**src/rtl/bbox_raster_sched_if.sv**
```systemverilog
// Bundles the triangle input, bounding-box unit and pixel stream of bbox_raster_sched.
// BBOX_SCHED_STATS_EN adds the statistics counter ports.
interface bbox_raster_sched_if #(
  parameter int COORD_W = 16,
  parameter int ID_W    = 8
);
  logic               tri_valid;
  logic               tri_ready;
  logic [143:0]       tri_in;
  logic               bb_en;
  logic [143:0]       bb_triangle;
  logic               bb_valid;
  logic [COORD_W-1:0] bb_x_min;
  logic [COORD_W-1:0] bb_x_max;
  logic [COORD_W-1:0] bb_y_min;
  logic [COORD_W-1:0] bb_y_max;
  logic               pix_valid;
  logic               pix_ready;
  logic [COORD_W-1:0] pix_x;
  logic [COORD_W-1:0] pix_y;
  logic [ID_W-1:0]    pix_id;
  logic               pix_last;
  logic               busy;
  logic               bbox_empty;
  logic               timeout_err;
`ifdef BBOX_SCHED_STATS_EN
  logic               stat_clr;
  logic [31:0]        stat_tri_cnt;
  logic [31:0]        stat_pix_cnt;
  logic [15:0]        stat_drop_cnt;
`endif

  modport slave (
    input  tri_valid, tri_in, bb_valid, bb_x_min, bb_x_max, bb_y_min, bb_y_max, pix_ready,
    output tri_ready, bb_en, bb_triangle, pix_valid, pix_x, pix_y, pix_id, pix_last,
    output busy, bbox_empty, timeout_err
`ifdef BBOX_SCHED_STATS_EN
    , input stat_clr, output stat_tri_cnt, stat_pix_cnt, stat_drop_cnt
`endif
  );

  modport master (
    output tri_valid, tri_in, bb_valid, bb_x_min, bb_x_max, bb_y_min, bb_y_max, pix_ready,
    input  tri_ready, bb_en, bb_triangle, pix_valid, pix_x, pix_y, pix_id, pix_last,
    input  busy, bbox_empty, timeout_err
`ifdef BBOX_SCHED_STATS_EN
    , output stat_clr, input stat_tri_cnt, stat_pix_cnt, stat_drop_cnt
`endif
  );
endinterface

```
**src/rtl/bbox_raster_sched.sv**
```systemverilog
// Launches one triangle at a time into the bounding-box unit, then rasters its box (x fastest)
// over a valid/ready stream that holds while stalled. Optional counters: BBOX_SCHED_STATS_EN.
module bbox_raster_sched #(
  parameter int COORD_W = 16,
  parameter int ID_W    = 8,
  parameter int TIMEOUT = 64
) (
  input logic             clk,
  input logic             rst_n,
  bbox_raster_sched_if.slave bus
);
  localparam int WD_W = $clog2(TIMEOUT);
  localparam logic [1:0] S_IDLE   = 2'd0;
  localparam logic [1:0] S_LAUNCH = 2'd1;
  localparam logic [1:0] S_WAIT   = 2'd2;
  localparam logic [1:0] S_SCAN   = 2'd3;

  logic [1:0]         r_state;
  logic [1:0]         w_state_nxt;
  logic [ID_W-1:0]    r_id_cnt;
  logic [ID_W-1:0]    r_pix_id;
  logic [143:0]       r_tri;
  logic [COORD_W-1:0] r_xmin;
  logic [COORD_W-1:0] r_xmax;
  logic [COORD_W-1:0] r_ymax;
  logic [COORD_W-1:0] r_px;
  logic [COORD_W-1:0] r_py;
  logic [WD_W-1:0]    r_wd;
  logic               r_tri_rdy;
  logic               r_empty;
  logic               r_tout;
  logic               w_accept;
  logic               w_bb_hit;
  logic               w_bb_empty;
  logic               w_tout;
  logic               w_x_end;
  logic               w_last;
  logic               w_pix_hs;

  assign w_accept   = (r_state == S_IDLE) & r_tri_rdy & bus.tri_valid;
  assign w_bb_hit   = (r_state == S_WAIT) & bus.bb_valid;
  assign w_bb_empty = (bus.bb_x_min > bus.bb_x_max) | (bus.bb_y_min > bus.bb_y_max);
  // Watchdog reaching TIMEOUT-1 on this edge; the registered pulse lands TIMEOUT cycles after LAUNCH.
  assign w_tout     = (r_state == S_WAIT) & ~bus.bb_valid & (r_wd == WD_W'(TIMEOUT - 2));
  assign w_x_end    = (r_px == r_xmax);
  assign w_last     = (r_state == S_SCAN) & w_x_end & (r_py == r_ymax);
  assign w_pix_hs   = (r_state == S_SCAN) & bus.pix_ready;

  always_comb begin
    w_state_nxt = r_state;
    case (r_state)
      S_IDLE:   if (w_accept) w_state_nxt = S_LAUNCH;
      S_LAUNCH: w_state_nxt = S_WAIT;
      S_WAIT: begin
        if (w_bb_hit)    w_state_nxt = w_bb_empty ? S_IDLE : S_SCAN;
        else if (w_tout) w_state_nxt = S_IDLE;
      end
      S_SCAN:   if (w_pix_hs & w_last) w_state_nxt = S_IDLE;
      default:  w_state_nxt = S_IDLE;
    endcase
  end

  always_ff @(posedge clk or negedge rst_n) begin
    if (!rst_n) begin
      r_state   <= S_IDLE;
      r_tri_rdy <= 1'b0;
      r_empty   <= 1'b0;
      r_tout    <= 1'b0;
      r_id_cnt  <= '0;
      r_pix_id  <= '0;
      r_tri     <= '0;
      r_wd      <= '0;
      r_xmin    <= '0;
      r_xmax    <= '0;
      r_ymax    <= '0;
      r_px      <= '0;
      r_py      <= '0;
    end else begin
      r_state   <= w_state_nxt;
      r_tri_rdy <= (w_state_nxt == S_IDLE);
      r_empty   <= w_bb_hit & w_bb_empty;
      r_tout    <= w_tout;
      if (w_accept) begin
        r_tri    <= bus.tri_in;
        r_pix_id <= r_id_cnt;
        r_id_cnt <= r_id_cnt + 1'b1;
      end
      if (r_state == S_LAUNCH)    r_wd <= '0;
      else if (r_state == S_WAIT) r_wd <= r_wd + 1'b1;
      if (w_bb_hit) begin
        r_xmin <= bus.bb_x_min;
        r_xmax <= bus.bb_x_max;
        r_ymax <= bus.bb_y_max;
        r_px   <= bus.bb_x_min;
        r_py   <= bus.bb_y_min;
      end else if (w_pix_hs & ~w_last) begin
        // Equality-based stepping never wraps, even when x_max is all ones.
        if (w_x_end) begin
          r_px <= r_xmin;
          r_py <= r_py + 1'b1;
        end else begin
          r_px <= r_px + 1'b1;
        end
      end
    end
  end

  assign bus.tri_ready   = r_tri_rdy;
  assign bus.bb_en       = (r_state == S_LAUNCH);
  assign bus.bb_triangle = r_tri;
  assign bus.pix_valid   = (r_state == S_SCAN);
  assign bus.pix_x       = r_px;
  assign bus.pix_y       = r_py;
  assign bus.pix_id      = r_pix_id;
  assign bus.pix_last    = w_last;
  assign bus.busy        = (r_state != S_IDLE);
  assign bus.bbox_empty  = r_empty;
  assign bus.timeout_err = r_tout;

`ifdef BBOX_SCHED_STATS_EN
  logic [31:0] r_stat_tri;
  logic [31:0] r_stat_pix;
  logic [15:0] r_stat_drop;

  always_ff @(posedge clk or negedge rst_n) begin
    if (!rst_n) begin
      r_stat_tri  <= '0;
      r_stat_pix  <= '0;
      r_stat_drop <= '0;
    end else if (bus.stat_clr) begin
      r_stat_tri  <= '0;
      r_stat_pix  <= '0;
      r_stat_drop <= '0;
    end else begin
      if (w_accept && (r_stat_tri != '1)) r_stat_tri <= r_stat_tri + 32'd1;
      if (w_pix_hs && (r_stat_pix != '1)) r_stat_pix <= r_stat_pix + 32'd1;
      if (((w_bb_hit & w_bb_empty) | w_tout) && (r_stat_drop != '1))
        r_stat_drop <= r_stat_drop + 16'd1;
    end
  end

  assign bus.stat_tri_cnt  = r_stat_tri;
  assign bus.stat_pix_cnt  = r_stat_pix;
  assign bus.stat_drop_cnt = r_stat_drop;
`endif
endmodule
```
**src/flat_wrapper.sv**
```systemverilog
// flat-port wrapper written by rule: the top's interface ports become plain ports
module bbox_raster_sched_flat 
#(
  parameter int COORD_W = 16,
  parameter int ID_W    = 8,
  parameter int TIMEOUT = 64
)
  (clk, rst_n, bus_tri_valid, bus_tri_in, bus_bb_valid, bus_bb_x_min, bus_bb_x_max, bus_bb_y_min, bus_bb_y_max, bus_pix_ready, bus_tri_ready, bus_bb_en, bus_bb_triangle, bus_pix_valid, bus_pix_x, bus_pix_y, bus_pix_id, bus_pix_last, bus_busy, bus_bbox_empty, bus_timeout_err);
  bbox_raster_sched_if #(.COORD_W(COORD_W), .ID_W(ID_W)) bus_i ();
  input logic clk;
  input logic rst_n;
  input wire logic [$bits(bus_i.tri_valid)-1:0] bus_tri_valid;
  input wire logic [$bits(bus_i.tri_in)-1:0] bus_tri_in;
  input wire logic [$bits(bus_i.bb_valid)-1:0] bus_bb_valid;
  input wire logic [$bits(bus_i.bb_x_min)-1:0] bus_bb_x_min;
  input wire logic [$bits(bus_i.bb_x_max)-1:0] bus_bb_x_max;
  input wire logic [$bits(bus_i.bb_y_min)-1:0] bus_bb_y_min;
  input wire logic [$bits(bus_i.bb_y_max)-1:0] bus_bb_y_max;
  input wire logic [$bits(bus_i.pix_ready)-1:0] bus_pix_ready;
  output wire logic [$bits(bus_i.tri_ready)-1:0] bus_tri_ready;
  output wire logic [$bits(bus_i.bb_en)-1:0] bus_bb_en;
  output wire logic [$bits(bus_i.bb_triangle)-1:0] bus_bb_triangle;
  output wire logic [$bits(bus_i.pix_valid)-1:0] bus_pix_valid;
  output wire logic [$bits(bus_i.pix_x)-1:0] bus_pix_x;
  output wire logic [$bits(bus_i.pix_y)-1:0] bus_pix_y;
  output wire logic [$bits(bus_i.pix_id)-1:0] bus_pix_id;
  output wire logic [$bits(bus_i.pix_last)-1:0] bus_pix_last;
  output wire logic [$bits(bus_i.busy)-1:0] bus_busy;
  output wire logic [$bits(bus_i.bbox_empty)-1:0] bus_bbox_empty;
  output wire logic [$bits(bus_i.timeout_err)-1:0] bus_timeout_err;
  assign bus_i.tri_valid = bus_tri_valid;
  assign bus_i.tri_in = bus_tri_in;
  assign bus_i.bb_valid = bus_bb_valid;
  assign bus_i.bb_x_min = bus_bb_x_min;
  assign bus_i.bb_x_max = bus_bb_x_max;
  assign bus_i.bb_y_min = bus_bb_y_min;
  assign bus_i.bb_y_max = bus_bb_y_max;
  assign bus_i.pix_ready = bus_pix_ready;
  assign bus_tri_ready = bus_i.tri_ready;
  assign bus_bb_en = bus_i.bb_en;
  assign bus_bb_triangle = bus_i.bb_triangle;
  assign bus_pix_valid = bus_i.pix_valid;
  assign bus_pix_x = bus_i.pix_x;
  assign bus_pix_y = bus_i.pix_y;
  assign bus_pix_id = bus_i.pix_id;
  assign bus_pix_last = bus_i.pix_last;
  assign bus_busy = bus_i.busy;
  assign bus_bbox_empty = bus_i.bbox_empty;
  assign bus_timeout_err = bus_i.timeout_err;
  bbox_raster_sched #(.COORD_W(COORD_W), .ID_W(ID_W), .TIMEOUT(TIMEOUT)) u_core (.clk(clk), .rst_n(rst_n), .bus(bus_i));
endmodule
```
**config.mk**
```make
export PLATFORM = sky130hd
export DESIGN_NAME = bbox_raster_sched_flat
export DESIGN_NICKNAME = d
export VERILOG_FILES = /design/src/rtl/bbox_raster_sched_if.sv /design/src/rtl/bbox_raster_sched.sv /design/src/flat_wrapper.sv
export SDC_FILE = /design/constraint.sdc
export NUM_CORES = 1
export LEC_CHECK = 0
export BUFFER_PORTS_ARGS = -buffer_cell sky130_fd_sc_hd__buf_2
export CAP_MARGIN = 20
export CORE_MARGIN = 3
export CORE_UTILIZATION = 46
export CTS_CLUSTER_SIZE = 10
export DETAILED_ROUTE_END_ITERATION = 16
export PLACE_DENSITY = 0.77
export SLEW_MARGIN = 0
export SYNTH_ARGS = -nofsm -noshare
export SYNTH_HDL_FRONTEND = slang
export SYNTH_SLANG_ARGS = --single-unit
export TNS_END_PERCENT = 50
```
**constraint.sdc**
```tcl
create_clock -name clk -period 2.4 [get_ports clk]
set_clock_uncertainty 0.2 [all_clocks]
set_input_delay 0.36 -clock clk [delete_from_list [all_inputs] [get_ports clk]]
set_output_delay 0.36 -clock clk [all_outputs]
set_load 0.01 [all_outputs]
```
==> metrics.md, run 1 <==
| Metric | Value |
|---|---|
| GP Congestion | `0.910` |
| Ports | `404` |
| Drc violations | `0` |
| Period minus WS final | `2.91 ns` |
| CP Cell Sequence | `xor2_1, nor4_2, nand2_1, or4_4, nor2_4, buf_6` |
| Fin area | `0.0180 mm²` |
| Critical path startpoint category | `register` |
| RSZ-0062 raised after global routing | `yes` |
| Crit path largest cell delay | `0.53 ns` |
| Slowest cell on the critical path | `or4_4` |
| P per Cell Area | `1100 mW/mm²` |
| TritonCTS Buffers | `29` |
| R2R setup slack | `-0.35 ns` |
| IO buf count | `403` |
| Post-synth EDFFs | `0` |
| Area Growth Syn to Fin | `53.3%` |
| Failing checks | `negative setup slack` |
| Worst skew pair latency | `0.54 ns` |
| Commonest cells in the netlist | `nand2_1, dfrtp_1, o21ai_0` |
| DR vias/cell | `5.39` |
| Final setup viols | `30` |
| Vias in the first global route | `13100` |
| Fraction of registers with async set or reset after synthesis | `100%` |
| CP required | `1.84 ns` |
| Highest Clock Rate | `0.344 GHz` |
| Max-slew violation count | `0` |
| 1st-iter DRT viols | `1040` |
| Mean Syn Cell Area | `8.90 µm²` |
| Post-synth top area share | `53.4%` |
| Min-Delay Path Class | `in2reg` |
| Vias | `12600` |
| Synth Instances | `1323` |
| Synthesized flop and latch total | `251` |
| WS Path Type | `reg2out` |
| Mapped Nets | `1578` |
| Share of post-route cells with drive strength above 1 | `29.5%` |
| Total grt overflow | `0` |
| Family with the most delay on the worst path | `simple AND/OR/NAND/NOR gates` |
| Arrival time worst endpoint | `2.35 ns` |
| Leak Pwr | `9.63 nW` |
| CTS Buffer Depth | `3` |
| Worst slew margin | `60.8%` |
| WP buf/inv | `1` |
| Std-Cell Rows | `57` |
| Hpwl dp | `26.2 mm` |
| Most numerous cell in the Yosys netlist | `nand2_1` |
| Post-detailed-route count of antenna-violating nets | `0` |
| WL per Instance | `18.8 µm` |
| TritonCTS Sinks | `251` |
| Yosys warns | `0` |
| Worst slew pin tran | `0.585 ns` |
| Status | `finished, violations left` |
| Die Width | `166 µm` |
| Fin crit share | `121%` |
| H-tree depth | `1` |
| Largest net degree at the start of global routing | `59` |
| GR Util All Layers | `30.6%` |
| Starting Density | `47.6%` |
| Initial DRT Pass Iterations | `5` |
| Total core area | `0.0247 mm²` |
| TritonCTS clock tree | `built` |
| Area leader, netlist | `dfrtp_1` |
| DIE AREA | `0.0275 mm²` |
| Worst setup EP type | `primary output` |
| Cell variety after synth | `55` |
| Synth area leaders | `dfrtp_1, nand2_1, ha_1, o21ai_0, xor2_1` |
| Initial antenna violation count | `3` |
| Setup_tns | `-5.54 ns` |
| Final nets | `2253` |
| Peak VDD IR | `0.757 mV` |
| CTS clock-pin slew for the worst setup and hold paths | `0.06 ns` |
| Die Y | `166 µm` |
| Final worst-path setup slack | `-0.510 ns` |
| Max Cap Viol | `0` |
| WL final | `43.7 mm` |
| First-pass GRT wire length | `69.5 mm` |
| Final Hold Fails | `0` |
| CTS root buf | `clkbuf_16` |
| Main synth FF type | `dfrtp_1` |
| Synthesized cell area | `0.0118 mm²` |
| Worst-path maximum fanout | `3` |
| Sequential-to-total area share from yosys stat | `53.4%` |
| Post-DP Area | `0.0148 mm²` |
## cell type report
cell class	count	area, µm²
fillers	1570	6710
flip-flops and latches	251	6280
multi-input cells	953	5220
repair buffers	711	5150
clock buffers	34	754
well taps	324	405
inverters	52	195
clock inverters	2	13.8
diodes	5	12.5
## logic make-up (layout without fill, tap and decap cells)
| group | Yosys count | after routing | share of synthesized area (%) |
|---|---|---|---|
| AOI/OAI and AO/OA | 144 | 144 | 8.30 |
| xor gates and xnor gates | 48 | 48 | 3.57 |
| adders and majority gates | 42 | 42 | 4.47 |
| buffers and inverters | 119 | 799 | 4.04 |
| DFF | 251 | 251 | 53.4 |
| muxes | 19 | 19 | 1.70 |
| other | 0 | 5 | 0 |
| and+or+nand+nor | 700 | 700 | 24.5 |
## tightest hold or removal path, cell delays in order
cell    delay [ns]
buf_2         0.10
and3_1        0.18
a21o_1        0.09
## state kept, by name (all words and copies together), names as in the netlist
register	cells
u_core.bus.bb_triangle	144
u_core.bus.bbox_empty	1
u_core.bus.pix_id	8
u_core.bus.pix_x	16
u_core.bus.pix_y	16
u_core.bus.timeout_err	1
u_core.bus.tri_ready	1
u_core.r_id_cnt	8
u_core.r_state	2
u_core.r_wd	6
u_core.r_xmax	16
u_core.r_xmin	16
u_core.r_ymax	16
## power by group
| part | switching, mW | internal [mW] | total [mW] |
|---|---|---|---|
| logic | 5.09 | 3.53 | 8.62 |
| clock network | 1.65 | 2.17 | 3.83 |
| registers | 1.24 | 6.13 | 7.37 |
## final timing paths
kind	start	end	cells after the start
max in group asynchronous	rst_n	u_core.bus.bb_triangle[96]	3
setup / recovery	u_core.r_ymax[11]	bus_pix_last	6
hold reg to reg	u_core.bus.pix_id[4]	u_core.bus.pix_id[4]	2
hold / removal	bus_bb_x_min[15]	u_core.r_xmin[15]	3
setup reg to reg	u_core.r_xmax[11]	u_core.bus.pix_x[6]	11
min in group asynchronous	rst_n	u_core.bus.pix_y[9]	2
## metal layers
metal	track usage (%)	part of all wire [%]	vias up
li1	-	-	5646
met1	36.7	37	5984
met2	52.9	50	724
met3	5.43	7.7	210
met4	16.0	6.1	0
met5	0	0	-
## timing repair
| item | 4_1_cts | 5_1_grt |
|---|---|---|
| setup endpoints to repair | 26 | 37 |
| buffers inserted | 5 | 10 |
| cloned | 2 | 1 |
| gates resized for setup | 40 | 34 |
| hold endpoints to repair | 333 | 0 |
| hold buffers | 209 | 0 |
| pin swaps | 18 | 23 |
## placed cells by master (no fill, tap or decap), drive strengths merged, types with 25 or more instances in the layout
cell and n:
dlygate4sd3 209, nand2 572, inv 53, buf 501
clkbuf 35, xor2 27, o21ai 61, nor2 25
ha 42, dfrtp 251
## per-stage QoR
stage	hold WS [ns]	utilization [%]	std cells	total power, mW	worst slack [ns]
after global routing	0.0382	72.9	2330	21.0	-0.601
after global placement	0.149	59.6	2067	14.7	-0.161
final	0.0232	72.9	2332	19.8	-0.510
after floorplan	-0.136	-	1323	11.4	0.0163
after detailed placement	0.150	59.6	2067	15.1	-0.213
after CTS	0.0112	72.1	2319	19.3	-0.478
No activity file was read; power rests on OpenSTA's default activity.
==> run 2, diff against run 1 <==
--- a/config.mk
+++ b/config.mk
@@ -7,6 +7,7 @@
 export LEC_CHECK = 0
 export BUFFER_PORTS_ARGS = -buffer_cell sky130_fd_sc_hd__buf_2
 export CAP_MARGIN = 20
+export CORE_ASPECT_RATIO = 1.25
 export CORE_MARGIN = 3
 export CORE_UTILIZATION = 46
 export CTS_CLUSTER_SIZE = 10
==> metrics.md, run 2 (synthesis results as in run 1) <==
| Metric | Value |
|---|---|
| First-pass GRT wire length | `67.1 mm` |
| WL final | `43.6 mm` |
| TritonCTS Sinks | `251` |
| Vias | `12500` |
| Highest Clock Rate | `0.351 GHz` |
| Worst hold slack | `0.0262 ns` |
| CTS Buffer Depth | `3` |
| Area Growth Syn to Fin | `53.6%` |
| TritonCTS clock tree | `built` |
| Post-detailed-route count of antenna-violating nets | `0` |
| TritonCTS Buffers | `29` |
| Final Hold Fails | `0` |
| Most frequent cells in the layout | `nand2_1, buf_2, dfrtp_1` |
| CTS clock-pin slew for the worst setup and hold paths | `0.06 ns` |
| Peak VDD IR | `0.957 mV` |
| H-tree depth | `1` |
| RSZ-0062 raised after global routing | `yes` |
| Total core area | `0.0248 mm²` |
| Hpwl dp | `26.0 mm` |
| Final worst-path setup slack | `-0.446 ns` |
| Starting Density | `47.4%` |
| Crit path largest cell delay | `0.45 ns` |
| Die Width | `149 µm` |
| P per Cell Area | `1100 mW/mm²` |
| Failing checks | `negative setup slack` |
| Post-DP Area | `0.0147 mm²` |
| Initial DRT Pass Iterations | `5` |
| Ports | `404` |
| Fin crit share | `119%` |
| GR Util All Layers | `30.2%` |
| Slowest cell on the critical path | `or4_4` |
| DIE AREA | `0.0276 mm²` |
| Die Y | `185 µm` |
| Period minus WS final | `2.85 ns` |
| Number of flip-flops in the largest register | `144` |
| Min-Delay Path Class | `in2reg` |
| Worst skew pair latency | `0.55 ns` |
| Total grt overflow | `0` |
| Leak Pwr | `9.63 nW` |
| DR vias/cell | `5.36` |
| Most common cell after layout, fill and taps aside | `nand2_1` |
| WS Path Type | `reg2out` |
| Drc violations | `0` |
| Initial antenna violation count | `3` |
| GP Congestion | `0.875` |
| IO buf count | `403` |
| Worst slew pin tran | `0.538 ns` |
| Share of post-route cells with drive strength above 1 | `30.0%` |
| Max Cap Viol | `0` |
| CP required | `1.84 ns` |
| Status | `finished, violations left` |
| 1st-iter DRT viols | `870` |
| Largest net degree at the start of global routing | `75` |
| Critical path startpoint category | `register` |
| CP Cell Sequence | `xor2_1, nor4_2, nand2_1, or4_4, nor2_4, buf_6` |
| Std-Cell Rows | `64` |
| Final setup viols | `34` |
| WL per Instance | `18.7 µm` |
| CTS root buf | `clkbuf_16` |
| Worst-path maximum fanout | `2` |
| Worst slew margin | `64.1%` |
| Worst setup EP type | `primary output` |
| Max-slew violation count | `0` |
| Fin area | `0.0181 mm²` |
| Final nets | `2258` |
| Vias in the first global route | `13000` |
| Arrival time worst endpoint | `2.29 ns` |
[run 2: cell count changes in the layout (fill, tap and decap cells not counted), moves of 3 or more]
cell      before  now
xor2_1        27   23
xor2_2         0    4
o21ai_1        9   12
clkbuf_1       4    1
buf_4         68   77
[run 2: power by group]
part | switching (mW) | internal (mW) | total, mW
logic | 5.13 | 3.55 | 8.68
clock network | 1.65 | 2.12 | 3.77
registers | 1.26 | 6.13 | 7.39
[run 2: cell type report]
type / count / area [µm²]
well taps: 330 / 413
multi-input cells: 953 / 5280
flip-flops and latches: 251 / 6280
clock buffers: 30 / 729
repair buffers: 716 / 5150
fillers: 1586 / 6750
inverters: 52 / 195
diodes: 4 / 10.0
clock inverters: 3 / 21.3
[run 2: repair_timing]
| action | CTS | global route |
|---|---|---|
| endpoints found under the hold margin | 350 | 0 |
| endpoints found under the setup margin | 28 | 37 |
| setup buffers | 5 | 18 |
| pin swaps | 9 | 41 |
| resized for setup | 10 | 59 |
| gates cloned | 1 | 3 |
| hold buffers | 208 | 0 |
[run 2: through the flow]
step	worst slack, ns	TNS (ns)	power, mW	util, %	instances
floorplan	0.0163	0	11.4	-	1323
global placement	-0.176	-0.905	14.7	59.4	2072
detailed placement	-0.228	-1.67	15.0	59.4	2072
CTS	-0.478	-8.99	19.1	71.1	2319
global route	-0.498	-10.11	21.1	72.8	2336
finish	-0.446	-6.58	19.8	72.8	2339
[run 2: final timing paths]
kind / endpoint / slack, ns / start / depth (start not counted)
setup / recovery: bus_pix_last / -0.45 / u_core.r_ymax[13] / 6
hold / removal: u_core.r_xmax[8] / 0.03 / bus_bb_x_max[8] / 4
setup reg to reg: u_core.bus.pix_x[4] / -0.35 / u_core.r_xmax[15] / 13
hold reg to reg: u_core.bus.pix_id[2] / 0.26 / u_core.bus.pix_id[2] / 2
max in group asynchronous: u_core.bus.bb_triangle[55] / 1.16 / rst_n / 3
min in group asynchronous: u_core.bus.pix_y[13] / 0.17 / rst_n / 2
[run 2: metal layers]
layer / vias to the layer above / global-route usage (%) / routed length (µm)
li1: 5654 / - / -
met5: - / 0 / 26
met4: 4 / 17.7 / 2960
met2: 730 / 51.1 / 21600
met3: 222 / 7.59 / 3680
met1: 5927 / 34.8 / 15400
[run 2: critical path, delay by kind of cell (launching register included)]
| kind | cells | cell delay (ns) |
|---|---|---|
| xor gates and xnor gates | 1 | 0.19 |
| buffers and inverters | 1 | 0.11 |
| DFF | 1 | 0.39 |
| and+or+nand+nor | 4 | 1.05 |
==> run 3, diff against run 2 <==
--- a/config.mk
+++ b/config.mk
@@ -9,10 +9,11 @@
 export CAP_MARGIN = 20
 export CORE_ASPECT_RATIO = 1.25
 export CORE_MARGIN = 3
-export CORE_UTILIZATION = 46
+export CORE_UTILIZATION = 41
+export CTS_BUF_LIST = sky130_fd_sc_hd__clkbuf_8
 export CTS_CLUSTER_SIZE = 10
 export DETAILED_ROUTE_END_ITERATION = 16
-export PLACE_DENSITY = 0.77
+export PLACE_DENSITY = 0.67
 export SLEW_MARGIN = 0
 export SYNTH_ARGS = -nofsm -noshare
 export SYNTH_HDL_FRONTEND = slang
==> constraint.sdc (replaced) <==
create_clock -name clk -period 2.74 [get_ports clk]
set_clock_uncertainty 0.2 [all_clocks]
set_input_delay 0.411 -clock clk [delete_from_list [all_inputs] [get_ports clk]]
set_output_delay 0.411 -clock clk [all_outputs]
set_load 0.01 [all_outputs]
==> metrics.md, run 3 (synthesis results as in run 1) <==
| Metric | Value |
|---|---|
| Max-slew violation count | `0` |
| Hold Path Origin | `bus_bb_x_min[15]` |
| H-tree depth | `2` |
| Max Cap Viol | `0` |
| FF-to-FF Start | `u_core.r_xmax[9]` |
| Hpwl dp | `26.2 mm` |
| GP Congestion | `0.872` |
| Area Growth Syn to Fin | `48.2%` |
| CTS root buf | `clkbuf_8` |
| Min-Delay Path Class | `in2reg` |
| Vias | `11800` |
| DIE AREA | `0.0308 mm²` |
| Drc violations | `0` |
| Starting Density | `42.2%` |
| DR vias/cell | `5.04` |
| Std-Cell Rows | `68` |
| Total grt overflow | `0` |
| Post-detailed-route count of antenna-violating nets | `0` |
| Final setup viols | `1` |
| Die Y | `195 µm` |
| GR Util All Layers | `25.6%` |
| Fin crit share | `109%` |
| TritonCTS Buffers | `43` |
| Ports | `404` |
| Setup_tns | `-0.236 ns` |
| Initial DRT Pass Iterations | `5` |
| Arrival time worst endpoint | `2.37 ns` |
| # fillers | `2300` |
| Initial antenna violation count | `2` |
| Register Area | `0.00628 mm²` |
| WL per Instance | `17.1 µm` |
| WS Path Type | `reg2out` |
| Status | `finished, violations left` |
| Failing checks | `negative setup slack` |
| 1st-iter DRT viols | `653` |
| Leak Pwr | `9.37 nW` |
| Die Width | `158 µm` |
| CP required | `2.13 ns` |
| Area of the multi-input gates | `0.00510 mm²` |
| Crit. Startpoint | `u_core.bus.pix_y[7]` |
| CTS Buffer Depth | `3` |
| Final nets | `2209` |
| TritonCTS clock tree | `built` |
| Period minus WS final | `2.98 ns` |
| Share of post-route cells with drive strength above 1 | `27.7%` |
| Critical path startpoint category | `register` |
| Number of flip-flops in the largest register | `144` |
| Peak VDD IR | `0.593 mV` |
| Total chip power | `16.7 mW` |
| Worst-path maximum fanout | `3` |
| Worst setup EP type | `primary output` |
| Worst slew margin | `60.8%` |
| Worst slew pin tran | `0.586 ns` |
| RSZ-0062 raised after global routing | `yes` |
| Total core area | `0.0279 mm²` |
| Final worst-path setup slack | `-0.236 ns` |
| TritonCTS Sinks | `251` |
| Worst skew pair latency | `0.56 ns` |
| Most frequent cells in the layout | `nand2_1, buf_2, dfrtp_1` |
| First-pass GRT wire length | `63.5 mm` |
| Vias in the first global route | `12300` |
| Most common cell after layout, fill and taps aside | `nand2_1` |
| CTS clock-pin slew for the worst setup and hold paths | `0.06 ns` |
| P per Cell Area | `957 mW/mm²` |
| IO buf count | `403` |
| WL final | `40.1 mm` |
| Final Hold Fails | `0` |
| Highest Clock Rate | `0.336 GHz` |
| Largest net degree at the start of global routing | `104` |
-- run 3: cell types whose count changed in the layout (fill, tap and decap cells not counted), sizes merged --
cell         before  now
clkbuf           32   53
bufinv            0    1
clkinvlp          1    2
diode             4    3
dlygate4sd3     208  209
inv              53   68
buf             506  444
clkinv            1    7
-- run 3: worst paths after layout --
kind | end | slack (ns) | depth (start not counted)
max reg2reg | u_core.bus.pix_y[14] | 0.19 | 7
min reg2reg | u_core.bus.bb_triangle[28] | 0.27 | 2
max | bus_pix_last | -0.24 | 7
min | u_core.r_xmin[15] | 0.08 | 3
min in group asynchronous | u_core.r_xmax[7] | 0.18 | 2
max in group asynchronous | u_core.bus.bb_triangle[1] | 1.34 | 3
-- run 3: cell type report --
type	instances	share of cell area, %
sequential	251	36.0
multi-input combinational	953	29.2
timing repair buffer	653	26.1
clock buffer	53	4.18
tap	350	2.51
inverter	52	1.12
clock inverter	26	0.832
antenna	3	0.0430
-- run 3: power breakdown --
group / internal (mW) / leakage, nW / total, mW / switching [mW]
clock network: 1.85 / 0.507 / 3.44 / 1.59
logic: 2.77 / 5.74 / 6.81 / 4.04
registers: 5.36 / 3.12 / 6.43 / 1.07
-- run 3: metrics by stage --
step / utilization, % / instances / instance area, µm² / hold slack, ns / worst slack [ns]
2_1_floorplan: - / 1323 / 11800 / -0.0846 / 0.320
3_3_place_gp: 51.6 / 2050 / 14400 / 0.215 / 0.0588
3_5_place_dp: 51.6 / 2050 / 14400 / 0.212 / 0.0256
4_1_cts: 62.3 / 2338 / 17400 / 0.0500 / -0.318
5_1_grt: 62.5 / 2340 / 17400 / 0.0734 / -0.374
6_report: 62.5 / 2341 / 17400 / 0.0835 / -0.236
-- run 3: repair_timing --
action,CTS,global route
hold buffers,209,0
cloned,0,0
buffers inserted,0,0
setup endpoints to repair,1,12
resized for setup,4,9
endpoints found under the hold margin,282,0
pin swaps,2,3
-- run 3: worst max-delay path, cell delays in order (launching register included) --
cell and delay [ns]:
dfrtp_1 0.39, xor2_1 0.17, nor4_2 0.28, buf_4 0.17, nand2_2 0.04, or4_4 0.52
nor2_4 0.12, buf_6 0.11
-- run 3: per-layer routing --
layer | global-route usage (%) | wire length (µm)
met1 | 30.2 | 15500
met2 | 43.7 | 20000
met3 | 5.96 | 2540
met4 | 12.6 | 2030
met5 | 0 | 0
